File: src/rtl/sd_read_scheduler.sv
// Multi-block SD read sequencer: issues one single-block read per block through the
// SPI block engine, gated on downstream FIFO space, with byte-count and timeout checks.
module sd_read_scheduler #(
   parameter int unsigned FIFO_DEPTH     = 1024,
   parameter int unsigned BLOCK_BYTES    = 512,
   parameter int unsigned TIMEOUT_CYCLES = 1048576,
   parameter int unsigned CNT_W          = 20,
   parameter int unsigned FC_W           = 11
) (
   input  logic             clock,
   input  logic             reset,
   input  logic             req_valid,
   output logic             req_ready,
   input  logic [31:0]      req_sector,
   input  logic [CNT_W-1:0] req_count,
   output logic             rd_start,
   output logic [31:0]      rd_address,
   input  logic             rd_busy,
   input  logic             rd_byte_valid,
   input  logic [FC_W-1:0]  fifo_count,
   output logic             busy,
   output logic             done,
   output logic             error,
   output logic [CNT_W-1:0] blocks_done
);

   localparam int unsigned BC_W        = $clog2(BLOCK_BYTES + 2);
   localparam int unsigned TM_W        = $clog2(TIMEOUT_CYCLES + 1);
   localparam int unsigned SPACE_LIMIT = FIFO_DEPTH - BLOCK_BYTES;

   localparam logic [BC_W-1:0] BYTE_FULL = BC_W'(BLOCK_BYTES);
   localparam logic [BC_W-1:0] BYTE_SAT  = BC_W'(BLOCK_BYTES + 1);
   localparam logic [TM_W-1:0] TM_LAST   = TM_W'(TIMEOUT_CYCLES - 1);

   typedef enum logic [2:0] {
      S_IDLE, S_CHECK, S_WAIT_SPACE, S_ISSUE, S_WAIT_HI, S_WAIT_LO, S_DONE, S_ERR
   } state_t;

   state_t            state, state_d;
   logic [31:0]       sector_q;
   logic [CNT_W-1:0]  count_q;
   logic [BC_W-1:0]   byte_cnt, byte_inc;
   logic [TM_W-1:0]   timer;
   logic              accept_c, blk_ok_c, timer_clr_c, timeout_c, space_ok_c;

   assign timeout_c  = (timer == TM_LAST);
   assign space_ok_c = (32'(fifo_count) <= SPACE_LIMIT);
   // Byte counter saturates one past a full block so overruns stay distinguishable.
   assign byte_inc   = (byte_cnt == BYTE_SAT) ? byte_cnt : byte_cnt + BC_W'(rd_byte_valid);

   always_ff @(posedge clock) begin
      if (reset) state <= S_IDLE;
      else       state <= state_d;
   end

   always_comb begin
      state_d     = state;
      accept_c    = 1'b0;
      blk_ok_c    = 1'b0;
      timer_clr_c = 1'b0;
      case (state)
         S_IDLE: begin
            if (req_valid) begin
               accept_c = 1'b1;
               state_d  = S_CHECK;
            end
         end
         S_CHECK:      state_d = (blocks_done == count_q) ? S_DONE : S_WAIT_SPACE;
         S_WAIT_SPACE: if (space_ok_c) state_d = S_ISSUE;
         S_ISSUE:      state_d = S_WAIT_HI;
         S_WAIT_HI: begin
            if (rd_busy) begin
               timer_clr_c = 1'b1;
               state_d     = S_WAIT_LO;
            end else if (timeout_c) begin
               state_d = S_ERR;
            end
         end
         S_WAIT_LO: begin
            if (!rd_busy) begin
               if (byte_inc == BYTE_FULL) begin
                  blk_ok_c = 1'b1;
                  state_d  = S_CHECK;
               end else begin
                  state_d = S_ERR;
               end
            end else if (timeout_c) begin
               state_d = S_ERR;
            end
         end
         S_DONE:  state_d = S_IDLE;
         S_ERR:   state_d = S_IDLE;
         default: state_d = S_IDLE;
      endcase
   end

   // Request latch, block bookkeeping, timer and byte counter.
   always_ff @(posedge clock) begin
      if (reset) begin
         sector_q    <= '0;
         count_q     <= '0;
         blocks_done <= '0;
         byte_cnt    <= '0;
         timer       <= '0;
      end else begin
         if (accept_c) begin
            sector_q    <= req_sector;
            count_q     <= req_count;
            blocks_done <= '0;
         end else if (blk_ok_c) begin
            blocks_done <= blocks_done + CNT_W'(1);
         end

         if (accept_c || state == S_ISSUE) byte_cnt <= '0;
         else if (state == S_WAIT_LO)      byte_cnt <= byte_inc;

         if (state == S_ISSUE || timer_clr_c)                timer <= '0;
         else if (state == S_WAIT_HI || state == S_WAIT_LO)  timer <= timer + TM_W'(1);
      end
   end

   // Outputs registered from the next state so they line up with the state they describe.
   always_ff @(posedge clock) begin
      if (reset) begin
         req_ready  <= 1'b1;
         rd_start   <= 1'b0;
         rd_address <= '0;
         busy       <= 1'b0;
         done       <= 1'b0;
         error      <= 1'b0;
      end else begin
         req_ready <= (state_d == S_IDLE);
         rd_start  <= (state_d == S_ISSUE);
         busy      <= (state_d != S_IDLE);
         done      <= (state_d == S_DONE);
         if (state_d == S_ISSUE)
            rd_address <= 32'((sector_q + 32'(blocks_done)) * BLOCK_BYTES);
         if (accept_c)               error <= 1'b0;
         else if (state_d == S_ERR)  error <= 1'b1;
      end
   end

endmodule

File: config.mk
export PLATFORM = sky130hd
export DESIGN_NAME = sd_read_scheduler
export DESIGN_NICKNAME = d
export VERILOG_FILES = /design/src/rtl/sd_read_scheduler.sv
export SDC_FILE = /design/constraint.sdc
export NUM_CORES = 1
export LEC_CHECK = 0
export CAP_MARGIN = 15
export CORE_UTILIZATION = 52
export DETAILED_ROUTE_END_ITERATION = 6
export GPL_TIMING_DRIVEN = 0
export PLACE_DENSITY = 0.87
export SLEW_MARGIN = 20
export SYNTH_ARGS = -nofsm -noshare
export SYNTH_HDL_FRONTEND = slang
export SYNTH_SLANG_ARGS = --single-unit
export TNS_END_PERCENT = 100
File: constraint.sdc
create_clock -name clock -period 3.26 [get_ports clock]
set_input_delay 0.652 -clock clock [delete_from_list [all_inputs] [get_ports clock]]
set_output_delay 0.652 -clock clock [all_outputs]
set_load 0.02 [all_outputs]
==> metrics.md <==
| Metric | Value |
|---|---|
| Top FF cell, synth | dfxtp_1 |
| DR vias | 6264 |
| F_max | 0.322 GHz |
| Commonest non-fill, non-tap cell in the layout | nand2_1 |
| DRT Wirelength | 17600 um |
| Synth area leaders | dfxtp_1 (39%), nand2_1 (8.2%), a21oi_1 (7.0%) |
| Starting Density | 53.2% |
| Sequential area share after synthesis | 39.1% |
| Worst Path Arrival | 3410 ps |
| CTS buffer count | 17 |
| Final setup viols | 0 |
| Commonest non-fill, non-tap cells in the layout | nand2_1 (140), dfxtp_1 (125), clkdlybuf4s50_1 (106) |
| Fin. Hold Viols | 0 |
| Gr ovfl total | 0 |
| Slowest CP cell | clkdlybuf4s50_1 |
| Pleak | 3.23 nW |
| Crit end category | register |
| Worst skew pair latency | 430 ps |
| Worst clock skew | 6.37 ps |
| Max Slew Vio Count | 0 |
| Fill cell count | 919 |
| Top-level port count | 125 |
| Vias in the first global route | 5812 |
| Die Y | 113 um |
| Avg Cell Area, Syn | 8.00 um2 |
| CP bufs+invs | 2 |
| Antenna violations before repair | 0 |
| Worst setup SP type | primary input |
| Final core occ | 69.5% |
| Sequential Area | 2500 um2 |
| Root buffer cell | clkbuf_16 |
| Antenna cells | 0 |
| Tightest Pin Transition | 643 ps |
| Pre-CTS setup slack | -450 ps |
| Die W | 113 um |
| Multi-input combinational cell area | 3700 um2 |
| Setup ws final | 155 ps |
| Top delay family on crit path | compound AO/OA/AOI/OAI gates |
| Synth warn | 0 |
| Register bit total from synthesis | 125 |
| Post-Syn Instances | 800 |
| Final Wtd Congestion | 0.927 |
| Syn Std Cell Area | 6400 um2 |
| Clock slew at reported path FFs | 50 ps |
| Input/output buffers | 106 |
| WS Path Type | primary input to register |
| Detailed placer's ending HPWL | 12300 um |
| PD cells | 562 nW/um2 |
| Rel. slew slack | 57.1% |
| CTS tree | done |
| GRT Total Usage | 28.1% |
| Via density | 5.74 |
| Worst endpoint required time | 3560 ps |
| Layout Cells excl Fill | 1091 |
| Routed length per placed instance | 16.1 um |
| Core region area | 12000 um2 |
| CP max stage delay | 450 ps |
| Drc violations | 0 |
| Worst hold path type | register to register |
| CTS Hold Bufs | 0 |
| Peak supply drop | 382 uV |
| H-tree levels | 4 |
| First-pass GRT wire length | 28000 um |
| Critical-path cell list | clkdlybuf4s50_1, ha_4, ha_4, a211o_1, a21oi_1, o211ai_1, a211o_1, clkbuf_1, nor4_2, xnor2_1, nor2_1 |
| Max_cap viols | 0 |
| Clock period minus worst slack | 3110 ps |
| Nets | 1026 |
| Tightest hold margin | 451 ps |
| Synth area leader | dfxtp_1 |
| Ratio of cells with drive above 1 in the final layout | 6.14% |
| Drt pass-1 iters | 7 |
| Bufs on Longest Clock Path | 2 |
| Async set-reset flop share out of synthesis | 0% |
| Status | completed |
| Die ar. | 12700 um2 |
| Worst-path maximum fanout | 10 |
| Final ANT Viol Nets | 0 |
| Largest net degree at the start of global routing | 17 |
| Post-synth EDFFs | 0 |
| Synth cell types | 56 |
| Dpl cells | 1061 |
| Rows | 40 |
| Period utilization | 95.3% |
| Top cell type's share of synthesized area | 39.1% |
| DR iter-0 viols | 527 |
| Clk sinks | 125 |
| Syn-to-layout area delta | 30.5% |
layer usage:
| layer | track usage (%) | vias to the layer above | wire length, um |
|---|---|---|---|
| li1 | - | 3062 | - |
| met5 | 0 | - | 0 |
| met2 | 44.2 | 317 | 7870 |
| met3 | 7.07 | 46 | 1590 |
| met1 | 36.8 | 2839 | 7600 |
| met4 | 12.0 | 0 | 496 |
what timing repair did:
item                       in CTS  in global routing
gates resized for setup         2                  9
buffers inserted                0                  1
gates cloned                    0                  0
pin swaps                       0                  1
setup endpoints to repair       7                 23
cells in the mapped netlist (9+ instances only):
master / n
nand2_1: 140
nor4_1: 17
clkbuf_1: 33
dfxtp_1: 125
nand4_1: 20
nand3_1: 33
buf_4: 11
nor2_1: 68
a211oi_1: 9
a21oi_1: 89
nor3_1: 17
xnor2_1: 25
inv_1: 15
o21ai_0: 18
ha_1: 24
xor2_1: 45
power breakdown:
| group | leakage (nW) | internal, mW | switching [mW] |
|---|---|---|---|
| Sequential | 1.01 | 1.68 | 0.102 |
| Combinational | 1.92 | 0.367 | 0.592 |
| Clock | 0.298 | 1.29 | 0.662 |
| Total | 3.23 | 3.34 | 1.36 |
metrics by stage:
stage / setup TNS, ps / total power, mW / area (um2)
2_1_floorplan: 0 / 2.42 / 6430
4_1_cts: 0 / 4.69 / 8290
3_5_place_dp: -8500 / 2.75 / 7670
6_report: 0 / 4.69 / 8350
5_1_grt: -4.15 / 4.90 / 8350
3_3_place_gp: -7650 / 2.72 / 7670
state kept, by name, indices dropped and copies added, names as in the netlist:
register / count
rd_address: 23
sector_q: 23
timer: 21
blocks_done: 20
count_q: 20
byte_cnt: 10
state: 3
busy: 1
done: 1
error: 1
rd_start: 1
req_ready: 1
path summary, 6_finish.rpt:
kind / slack (ps) / endpoint / start / cells past startpoint
setup / recovery: 150 / blocks_done[16] / rd_byte_valid / 11
hold reg to reg: 450 / rd_address[19] / rd_address[19] / 2
setup reg to reg: 230 / rd_address[31] / blocks_done[0] / 10
hold / removal: 450 / rd_address[19] / rd_address[19] / 2
worst reg2reg max path: cells and delay by family, from the launching register on:
kind,cells,cell delay (ps)
buffers and inverters,1,60
and+or+nand+nor,1,190
DFF,1,530
xor gates and xnor gates,1,180
adders and majority gates,2,610
AOI/OAI and AO/OA,5,1370
cell families (layout without fill, tap and decap cells):
family,after synthesis,after routing,synth area share (%)
AOI/OAI and AO/OA,165,165,15.4
xor gates and xnor gates,70,70,9.59
muxes,2,2,0.313
DFF,125,125,39.1
other,1,9,0.0586
buffers and inverters,63,199,4.52
adders and majority gates,25,25,5.01
and+or+nand+nor,349,349,26.0
final cells by class:
class | instances | share of cell area, %
clock inverter | 6 | 1.29
sequential | 125 | 30.0
inverter | 15 | 0.674
tap | 147 | 2.20
timing repair buffer | 107 | 12.8
buffer | 47 | 2.74
multi-input combinational | 620 | 44.3
clock buffer | 24 | 6.01
Note: power is estimated with default switching activity, not from simulation.
